`config.mk`:
```
export PLATFORM = sky130hd
export DESIGN_NAME = instr_prefetch
export DESIGN_NICKNAME = d
export VERILOG_FILES = /design/src/rtl/instr_prefetch_pkg.sv /design/src/rtl/instr_prefetch_fifo_sync.sv /design/src/rtl/instr_prefetch.sv
export SDC_FILE = /design/constraint.sdc
export NUM_CORES = 1
export LEC_CHECK = 0
export ABC_AREA = 1
export BUFFER_PORTS_ARGS = -buffer_cell sky130_fd_sc_hd__buf_4
export CORE_MARGIN = 2
export CORE_UTILIZATION = 30
export CTS_BUF_LIST = sky130_fd_sc_hd__clkbuf_8 sky130_fd_sc_hd__clkbuf_16
export DETAILED_ROUTE_END_ITERATION = 16
export PLACE_DENSITY = 0.54
export SLEW_MARGIN = 20
export SYNTH_ARGS = -nofsm -noshare
export SYNTH_HDL_FRONTEND = slang
export SYNTH_HIERARCHICAL = 1
export SYNTH_SLANG_ARGS = --single-unit
```
`constraint.sdc`:
```
create_clock -name clk -period 7.8 [get_ports clk]
set_input_delay 0.39 -clock clk [delete_from_list [all_inputs] [get_ports clk]]
set_output_delay 0.39 -clock clk [all_outputs]
set_load 0.01 [all_outputs]
```
`src/rtl/instr_prefetch_pkg.sv`:
```
// Shared types and constants for the instruction prefetch unit.
package instr_prefetch_pkg;

  localparam int unsigned PC_W_DEF   = 9;
  localparam int unsigned INS_W_DEF  = 32;
  localparam int unsigned DEPTH_DEF  = 4;
  localparam int unsigned INSTR_STEP = 4;

  typedef enum logic [1:0] {
    ST_IDLE = 2'd0,
    ST_REQ  = 2'd1,
    ST_DROP = 2'd2
  } fetch_state_e;

endpackage

```
`src/rtl/instr_prefetch_fifo_sync.sv`:
```
// First-word-fall-through queue holding {pc, instruction} entries.
module fifo_sync #(
  parameter int unsigned WIDTH = 41,
  parameter int unsigned DEPTH = 4
) (
  input  logic                     clk,
  input  logic                     reset,
  input  logic                     push_i,
  input  logic [WIDTH-1:0]         push_data_i,
  input  logic                     pop_i,
  input  logic                     flush_i,
  output logic                     valid_o,
  output logic [WIDTH-1:0]         data_o,
  output logic [$clog2(DEPTH):0]   count_o
);

  localparam int unsigned PTR_W = $clog2(DEPTH);
  localparam int unsigned CNT_W = PTR_W + 1;

  logic [WIDTH-1:0] mem_q [DEPTH];
  logic [PTR_W-1:0] wr_ptr_q, rd_ptr_q;
  logic [CNT_W-1:0] count_q, count_d;
  logic             valid_q;
  logic             do_push, do_pop;

  // Guard against overflow and popping an empty queue.
  assign do_push = push_i & (count_q != CNT_W'(DEPTH));
  assign do_pop  = pop_i & (count_q != '0);

  always_comb begin
    count_d = count_q;
    if (flush_i) begin
      count_d = '0;
    end else if (do_push && !do_pop) begin
      count_d = count_q + CNT_W'(1);
    end else if (!do_push && do_pop) begin
      count_d = count_q - CNT_W'(1);
    end
  end

  always_ff @(posedge clk) begin
    if (reset || flush_i) begin
      wr_ptr_q <= '0;
      rd_ptr_q <= '0;
      count_q  <= '0;
      valid_q  <= 1'b0;
    end else begin
      if (do_push) wr_ptr_q <= wr_ptr_q + PTR_W'(1);
      if (do_pop)  rd_ptr_q <= rd_ptr_q + PTR_W'(1);
      count_q <= count_d;
      valid_q <= (count_d != '0);
    end
  end

  // Storage needs no reset: pointers and count define what is live.
  always_ff @(posedge clk) begin
    if (!reset && !flush_i && do_push) begin
      mem_q[wr_ptr_q] <= push_data_i;
    end
  end

  assign valid_o = valid_q;
  assign data_o  = mem_q[rd_ptr_q];
  assign count_o = count_q;

endmodule

```
`src/rtl/instr_prefetch.sv`:
```
// Instruction prefetcher: one outstanding memory read feeding a small FWFT queue,
// with redirect (branch) flush and stale-response dropping.
module instr_prefetch
  import instr_prefetch_pkg::*;
#(
  parameter int unsigned PC_W  = PC_W_DEF,
  parameter int unsigned INS_W = INS_W_DEF,
  parameter int unsigned DEPTH = DEPTH_DEF
) (
  input  logic             clk,
  input  logic             reset,
  output logic             imem_req,
  output logic [PC_W-1:0]  imem_addr,
  input  logic             imem_ack,
  input  logic [INS_W-1:0] imem_rdata,
  input  logic             redirect,
  input  logic [PC_W-1:0]  redirect_pc,
  output logic             instr_valid,
  output logic [INS_W-1:0] instr,
  output logic [PC_W-1:0]  instr_pc,
  input  logic             instr_ready
);

  localparam int unsigned CNT_W = $clog2(DEPTH) + 1;
  localparam int unsigned CNT_X = CNT_W + 1;
  localparam int unsigned ENT_W = PC_W + INS_W;

  fetch_state_e     state_q, state_d;
  logic [PC_W-1:0]  fetch_pc_q, fetch_pc_d;
  logic [PC_W-1:0]  addr_q, addr_d;
  logic             req_q, req_d;
  logic [PC_W-1:0]  pc_inc;
  logic             push, pop, flush;
  logic [CNT_W-1:0] count;
  logic [CNT_X-1:0] occupancy, count_after;
  logic [ENT_W-1:0] head;

  assign pc_inc      = fetch_pc_q + PC_W'(INSTR_STEP);
  assign pop         = instr_valid & instr_ready & ~redirect;
  assign occupancy   = {1'b0, count} + CNT_X'(state_q == ST_REQ);
  assign count_after = {1'b0, count} + CNT_X'(1) - CNT_X'(pop);

  always_ff @(posedge clk) begin
    if (reset) begin
      state_q    <= ST_IDLE;
      fetch_pc_q <= '0;
      addr_q     <= '0;
      req_q      <= 1'b0;
    end else begin
      state_q    <= state_d;
      fetch_pc_q <= fetch_pc_d;
      addr_q     <= addr_d;
      req_q      <= req_d;
    end
  end

  // Next state: a request only launches when its result has a reserved slot.
  always_comb begin
    state_d = state_q;
    case (state_q)
      ST_IDLE: begin
        if (!redirect && (occupancy < CNT_X'(DEPTH))) state_d = ST_REQ;
      end
      ST_REQ: begin
        if (redirect) begin
          state_d = imem_ack ? ST_IDLE : ST_DROP;
        end else if (imem_ack && (count_after >= CNT_X'(DEPTH))) begin
          state_d = ST_IDLE;
        end
      end
      ST_DROP: begin
        if (imem_ack) state_d = ST_IDLE;
      end
      default: state_d = ST_IDLE;
    endcase
  end

  // Datapath controls; the request address only moves when a request (re)launches.
  always_comb begin
    push       = 1'b0;
    flush      = redirect;
    fetch_pc_d = fetch_pc_q;
    addr_d     = addr_q;
    req_d      = (state_d != ST_IDLE);
    if (redirect) begin
      fetch_pc_d = redirect_pc;
    end else if ((state_q == ST_REQ) && imem_ack) begin
      push       = 1'b1;
      fetch_pc_d = pc_inc;
    end
    if (state_d == ST_REQ) addr_d = fetch_pc_d;
  end

  fifo_sync #(
    .WIDTH (ENT_W),
    .DEPTH (DEPTH)
  ) u_queue (
    .clk         (clk),
    .reset       (reset),
    .push_i      (push),
    .push_data_i ({fetch_pc_q, imem_rdata}),
    .pop_i       (pop),
    .flush_i     (flush),
    .valid_o     (instr_valid),
    .data_o      (head),
    .count_o     (count)
  );

  assign imem_req  = req_q;
  assign imem_addr = addr_q;
  assign instr_pc  = head[ENT_W-1 -: PC_W];
  assign instr     = head[INS_W-1:0];

endmodule

```
Yosys cells after proc, flatten, opt, wreduce, memory -nomap -nowiden:

Memories as Yosys holds them, arrays and structs flattened. A register that Yosys moved wholly into a read port is not among the register bits.
Cells that the tools add are included.

* equality and inequality tests: 4
* magnitude comparators: 2
* mux-type cells: 17
* reductions and logical operators: 16
* $add $sub $neg: 8
* bitwise gates (word level): 5

Operators by type and width (count)
* $mux 9: 2
* $mux 2: 7
* $add 9x3->9 const B: 1
* $mux 3: 3
* $logic_and 1x1->1: 7
* $pmux 2 s3: 1
* $reduce_bool 3->1: 2
* $add 2x1->2 const B: 2
* $add 3x1->4: 1
* $add 3x1->4 const B: 1
* $and 1x1->1: 4
* $eq 2x1->1 const B: 2
* $ge 4x3->1 const B: 1
* $logic_not 1->1: 4
* $lt 4x3->1 const B: 1
* $mux 1: 4
* $sub 4x1->4: 1
* $add 3x1->3 const B: 1
* $ne 3x3->1 const B: 1
* $sub 3x1->3 const B: 1
* $eq 2x2->1 const B: 1
* $logic_not 2->1: 1
* $reduce_bool 2->1: 1
* $logic_or 1x1->1: 1
* $not 1->1: 1

* memories: 1
* output and inout port bits: 52
* word-level logic and storage cells: 61
* memory bits (writable): 164
* register bits after elaboration: 29
* bits of input ports: 46

Memories
* u_queue.mem_q: depth 4, bits a word 41, rd ports 1, clocked after Yosys merged registers in 1, wr ports 1, RTL line instr_prefetch_fifo_sync.sv:20 `logic [WIDTH-1:0] mem_q [DEPTH];`

Longest topological paths before layout:

Gate-level depths: netlist (run 1).

* depth after elaboration: 11
* mapped depth: 14
* depth with buffers taken out: 14

Modules after synthesis:

Netlist (run 1), hierarchy kept.

Modules (own cells, without submodules)
* fifo_sync: seq. area each 5124.9 um^2, area each 6578.8 um^2, cells an instance 476, instances 1
* instr_prefetch: seq. area each 420.4 um^2, area each 1016.0 um^2, cells an instance 150, instances 1

Least setup slack after synthesis (run 1):

OpenSTA, ideal clock, no wires.

* path kind: reg-to-reg
* from: register state_q[0]
* to: memory u_queue.mem_q[0][0], enable pin
* slack: 4456 ps
* library setup time: 439 ps
* stages on the path, launching flop included: 9
* arrival time: 2905 ps
* required time: 7361 ps
* period minus slack after synthesis: 3344 ps
* buffers on the path: 0
* cells stage by stage: dfxtp_1 nand3_2 inv_2 nand2_1 inv_1 inv_1 a21oi_1 nand2_1 nor2_1

* longest elaborated chain between the ends: 8

Ends and longest elaborated chain
* from (decl): RTL line instr_prefetch.sv:28 `fetch_state_e state_q, state_d;`
* from (signal assigned): RTL line instr_prefetch.sv:50 `state_q <= state_d;`
* $eq 2x1->1: RTL line instr_prefetch.sv:87 `end else if ((state_q == ST_REQ) && imem_ack) begin`
* $logic_and 1x1->1: RTL line instr_prefetch.sv:87
* $mux 1: RTL line instr_prefetch.sv:87
* $mux 1: RTL line instr_prefetch.sv:85 `if (redirect) begin`
* named net push: RTL line instr_prefetch.sv:33 `logic push, pop, flush;`
* $and 1x1->1: RTL line instr_prefetch_fifo_sync.sv:27 `assign do_push = push_i & (count_q != CNT_W'(DEPTH));`
* $logic_and 1x1->1: RTL line instr_prefetch_fifo_sync.sv:57 `if (!reset && !flush_i && do_push) begin`
* $mux 1: RTL line instr_prefetch_fifo_sync.sv:57
* $mux 1 (not written as such): RTL line instr_prefetch_fifo_sync.sv:58 `mem_q[wr_ptr_q] <= push_data_i;`
* to (decl): RTL line instr_prefetch_fifo_sync.sv:20

The timed path passes the listed nets, and every way through them passes these cells.

==> results of run 1 <==
==> critical path, delay by kind of cell, from the launching register on <==
kind,cells,cell delay [ns]
buffers and inverters,4,1.54
AO/OA/AOI/OAI,2,0.41
flip-flops,1,0.31
==> report_power, final <==
part	total, mW	switching, mW	internal, mW
registers	1.15	0.0101	1.14
clock network	0.815	0.397	0.418
logic	0.0722	0.0393	0.0330
==> stage by stage <==
step	power, mW	worst slack [ns]	util
after CTS	2.062	4.562	0.3697
after floorplan	1.199	4.456	-
after global placement	1.243	4.947	0.3477
after detailed placement	1.244	4.893	0.3477
after global routing	2.110	4.401	0.3697
final	2.034	4.600	0.3697
==> Yosys cell counts (all sizes together) <==
master	instances	area, um^2
a21boi	1	7.510
a21oi	13	68.82
a31oi	1	6.260
buf	4	26.27
clkbuf	24	90.09
clkinv	2	7.510
dfxtp	31	620.6
edfxtp	164	4925
ha	8	100.1
inv	39	146.4
mux2i	2	20.02
nand2	66	270.3
nand3	19	115.1
nand4	3	18.77
nor2	114	437.9
o21ai	91	455.4
o22ai	41	256.5
o31ai	1	7.510
or2	1	6.260
xor2	1	8.760
==> cell families after synthesis <==
| kind of cell | after synthesis |
|---|---|
| buf+inv | 69 |
| simple gates | 203 |
| mux | 2 |
| flops | 195 |
| xor+xnor | 1 |
| fa+ha+maj | 8 |
| compound gates | 148 |
==> metal layers <==
metal	wire length (um)	global-route usage
met4	184	0.03741
met1	7677	0.1672
met3	863	0.03200
met5	0	0
met2	7708	0.2032
==> area by class of cell <==
cell class | count | area, um^2 | share of cell area
well taps | 330 | 412.9 | 0.04461
clock inverters | 15 | 125.1 | 0.01352
clock buffers | 17 | 425.4 | 0.04596
flip-flops and latches | 195 | 5548 | 0.5994
repair buffers | 104 | 780.7 | 0.08436
inverters | 41 | 153.9 | 0.01663
multi-input cells | 362 | 1809 | 0.1955
==> how the worst max path moves through the flow <==
stage,start,end,slack [ns],cells past startpoint
final,register,instr[30],4.60,6
after global routing,register,instr[14],4.40,6
after CTS,register,instr[30],4.56,6
after global placement,imem_ack,u_queue/mem_q[3][1],4.95,10
after floorplan,state_q[0],u_queue/mem_q[0][0],4.46,8
after detailed placement,imem_ack,u_queue/mem_q[3][1],4.89,10
==> flip-flops by register name, indices dropped and copies added, names as in the netlist, named ones only <==
signal,count
u_queue/count_o,3
imem_addr,9
fetch_pc_q,9
u_queue/rd_ptr_q,2
state_q,2
u_queue/valid_o,1
u_queue/wr_ptr_q,2
imem_req,1
u_queue/mem_q,164
==> placed cells by master, fill, tap and decap left out, drive strengths merged <==
master / n
mux2i: 2
nand3: 19
dfxtp: 31
clkinv: 8
clkinvlp: 2
nor2: 114
a21boi: 1
o22ai: 41
a21oi: 13
ha: 8
clkbuf: 17
a31oi: 1
o31ai: 1
nand2: 66
edfxtp: 164
nand4: 3
xor2: 1
o21ai: 91
inv: 46
buf: 104
or2: 1
==> reports/metrics.csv, run 1 <==
metric,value,unit
clkTransAtPathRegs,0.07,ns
ys_types,28,
holdWs,0.1580,ns
layout-area-overhead-vs-synth,21.86,%
crit_fanout,83,
die-area,26600,um^2
die_h,163.1,um
drc,0,
drtIter0Drc,376,
drive_gt1_frac,0.2193,
htreeDepth,4,
timing.fmax,312.5,MHz
leakage,3.399,nW
slowest_stage,buf_4,
synth_compound_area_frac,0.1056,
yosysWarnings,6,
worstSetupEndpointType,output pin,
syn-cell-area,7595,um^2
ys_ff_latch,195,
vdd_drop_max,0.0001076,V
ios,98,
reg2reg_depth,9,
cts_hold_buffers,0,
synthMuxAreaShare,0.002636,
clock-sinks,195,
place_area,8705,um^2
final_cells,1064,
yosysSeqAreaShare,0.7301,
worstHoldEndpoint,u_queue/mem_q[0][10],
clk_latency,0.43,ns
power_density,219.8,nW/um^2
final_area,9255,um^2
worstPathRequired,7.41,ns
min_from,imem_rdata[10],
grt.overflow.total,0,
antenna_found_initial,0,
first_pass_iters,4,
fin_worst_skew,0.01104,ns
synth_fp_nets,680,
arrival,2.81,ns
routed_via_density,4.473,
coreArea,25040,um^2
finalCriticalPeriod,3.200,ns
reg2reg_to,u_queue/mem_q[1][33],
relSlewSlack,0.4168,
hpwlAfterDp,9.594,mm
synth_adder_area_share,0.01318,
max_slew.worst_pin.slew,0.8748,ns
cts_buffers,17,
grt_pass1_wl,25.67,mm
insertedDiodeCount,0,
antenna_left,0,
routed_wl,16.43,mm
synth_xor_area_frac,0.001153,
num-fill-cells,2462,
crit_path_cell_trace,buf_4 > inv_2 > buf_4 > o21ai_0 > o22ai_1 > buf_4,
cts_buffer_depth,2,
finalWeightedCongestion,0.7750,
hold_viol_final,0,
reg2reg_slack,5.02,ns
setup_violations,0,
finalMaxSlewViolations,0,
max_stage_delay,0.59,ns
num_vias,4759,
synthCells,626,
rsz0062_at_grt,no,
wire_per_inst,15.45,um
grt_max_degree,84,
num-nets-final,775,
cts_tree,done,
crit_top_cell,buf_4,
io_buffer_count,97,
setup_tns,0,ns
dp_cells,1032,
cts.repair.resized,0,
grt_pass1_vias,4616,
reg2reg_from,state_q[0],
outcome,completed,
initial_core_util,0.3033,
synth_top_family_by_area,simple AND/OR/NAND/NOR gates,
min_path_type,in -> reg,
hold_depth,1,
cap_viol_max_count,0,
root_buffer,clkbuf_16,
finalCritPeriodShare,0.4103,
post_cts_buffers,0,
syn_area_per_cell,12.13,um^2
crit_type,reg -> out,
grtUsageTotal,0.1258,
worstSetupStartpointType,register,
post_synth_and_or_nand_nor_area_fraction,0.1117,
die_x,163.1,um
rows,58,
Note: power is estimated with default switching activity, not from simulation.
==> inputs of run 2 (changes only) <==
- clock period: 7.8 -> 3.1 ns (I/O delays scaled with it)
==> reports/metrics.csv, run 2 (synthesized netlist as in run 1, its figures left out) <==
metric,value,unit,change
power_density,540.8,nW/um^2,+150%
cts_tree,done,,
reg2reg_slack,0.62,ns,-4.40 ns
cap_viol_max_count,0,,unchanged
cts.repair.resized,0,,unchanged
layout_common_cells,"edfxtp_1 (164), nor2_1 (106), buf_4 (103)",,
worstSetupEndpointType,register,,
fin_worst_skew,0.009030,ns,-0.002008 ns
crit_type,reg -> reg,,
antenna_left,0,,unchanged
ios,98,,unchanged
grt.overflow.total,0,,unchanged
finalCritPeriodShare,0.7987,,
outcome,completed,,
drtIter0Drc,378,,+0.53%
cts_buffers,17,,unchanged
routed_via_density,4.520,,+1.1%
drc,0,,unchanged
leakage,3.582,nW,+5.4%
hold_depth,3,,+2
max_slew.worst_pin.slew,0.8097,ns,-0.06517 ns
place_area,8777,um^2,+0.83%
path_delay_family,simple AND/OR/NAND/NOR gates,,
first_pass_iters,4,,unchanged
worstSetupStartpointType,register,,
reg2reg_to,u_queue/mem_q[0][37],,
largest_reg_flops,164,,unchanged
vdd_drop_max,0.0002859,V,+170%
final_area,9711,um^2,+4.9%
grtUsageTotal,0.1282,,+0.002387
grt_pass1_vias,4895,,+6.0%
die-area,26600,um^2,unchanged
layout-area-overhead-vs-synth,27.86,%,
coreArea,25040,um^2,unchanged
switching_share,0.2181,,-0.001406
final_common_cell,edfxtp_1,,
p_comb_frac,0.042,,+0.006
rsz0062_at_grt,no,,
finalWeightedCongestion,0.7774,,+0.31%
num-nets-final,814,,+5.0%
fin_util,0.3879,,+0.01819
clkTransAtPathRegs,0.07,ns,about the same
routed_wl,16.82,mm,+2.3%
timing.fmax,403.9,MHz,
cts_buffer_depth,2,,unchanged
arrival,2.59,ns,-0.22 ns
p_int,4.106,mW,+160%
crit_path_cell_trace,nand3_2 > inv_2 > nand2_1 > inv_1 > inv_1 > a21oi_1 > nand2_1 > nor2_4 > buf_12,,
hold_viol_final,0,,unchanged
crit_fanout,33,,-60%
worstPathRequired,3.21,ns,-4.20 ns
grt_pass1_wl,26.12,mm,+1.8%
clock-sinks,195,,unchanged
finalCriticalPeriod,2.476,ns,
root_buffer,clkbuf_16,,
finalMaxSlewViolations,0,,unchanged
p_clk_frac,0.409,,+0.008
path_buf_inv,4,,unchanged
relSlewSlack,0.4602,,+0.04345
post_cts_buffers,0,,unchanged
rows,58,,unchanged
die_x,163.1,um,unchanged
drive_gt1_frac,0.2096,,-0.009773
num_vias,4986,,+4.8%
htreeDepth,4,,unchanged
antenna_found_initial,0,,unchanged
slowest_stage,dfxtp_1,,
top_register,u_queue/mem_q,,
max_stage_delay,0.42,ns,-0.17 ns
total_power,5.251,mW,+160%
worstHoldEndpoint,fetch_pc_q[7],,
io_buffer_count,97,,unchanged
insertedDiodeCount,0,,unchanged
setup_violations,0,,unchanged
min_path_type,in -> reg,,
reg2reg_from,state_q[0],,
min_from,redirect_pc[7],,
switchingPower,1.145,mW,+160%
clk_latency,0.43,ns,about the same
grt_max_degree,83,,-1.2%
hpwlAfterDp,10.09,mm,+5.2%
die_h,163.1,um,unchanged
initial_core_util,0.3033,,unchanged
pwr-share-seq,0.550,,-0.014
reg2reg_depth,9,,unchanged
wire_per_inst,15.25,um,-1.3%
cts_hold_buffers,36,,+36
run 2: cell count changes in the layout (fill, tap and decap cells not counted), sizes merged:
| cell | before | now |
|---|---|---|
| dlygate4sd3 | 0 | 36 |
| clkinv | 8 | 6 |
| inv | 46 | 47 |
| buf | 104 | 107 |
| bufinv | 0 | 1 |
run 2: worst max-delay path by stage:
stage                     from                    to  slack, ns  depth (start not counted)
CTS                 state_q[0]  u_queue/mem_q[0][35]       0.61                          9
global placement    state_q[0]   u_queue/mem_q[0][0]       0.70                          9
floorplan           state_q[0]   u_queue/mem_q[0][0]      -0.24                          8
finish              state_q[0]  u_queue/mem_q[0][37]       0.62                          9
global route        state_q[0]  u_queue/mem_q[0][35]       0.39                          9
detailed placement  state_q[0]   u_queue/mem_q[0][9]       0.64                          9
run 2: area by class of cell:
| class | count | area, um^2 |
|---|---|---|
| Clock buffer | 17 | 425.4 |
| Clock inverter | 15 | 147.6 |
| Fill cell | 2427 | 15330 |
| Inverter | 41 | 153.9 |
| Multi-Input combinational cell | 362 | 1809 |
| Sequential cell | 195 | 5548 |
| Tap cell | 330 | 412.9 |
| Timing Repair Buffer | 143 | 1214 |
run 2: power by group through the flow:
| stage | logic, mW | registers [mW] | clock network, mW |
|---|---|---|---|
| global route | 0.245 | 2.89 | 2.29 |
| global placement | 0.184 | 2.95 | 0 |
| detailed placement | 0.186 | 2.95 | 0 |
| finish | 0.219 | 2.89 | 2.15 |
| floorplan | 0.0754 | 2.94 | 0 |
| CTS | 0.223 | 2.89 | 2.20 |
run 2: per-layer routing:
layer / up-vias / track usage / part of all wire
met5: - / 0 / 0
met4: 0 / 0.04063 / 0.0061
met3: 10 / 0.03327 / 0.053
met2: 117 / 0.2049 / 0.48
met1: 2370 / 0.1707 / 0.47
li1: 2489 / - / -
run 2: worst reg2reg max path, delay by kind of cell (launching register included):
kind,cells,cell delay [ns]
buffers and inverters,4,0.55
AND/OR/NAND/NOR,4,0.95
flip-flops,1,0.42
AO/OA/AOI/OAI,1,0.22
run 2: per-stage QoR:
stage / worst slack (ns) / setup TNS (ns) / hold WS (ns) / cells
final: 0.6239 / 0 / 0.02234 / 1103
after global placement: 0.7049 / 0 / 0.3610 / 1035
after global routing: 0.3938 / 0 / 0.02717 / 1103
after floorplan: -0.2441 / -40.03 / 0.2241 / 626
after CTS: 0.6090 / 0 / 0.005623 / 1103
after detailed placement: 0.6450 / 0 / 0.3611 / 1035
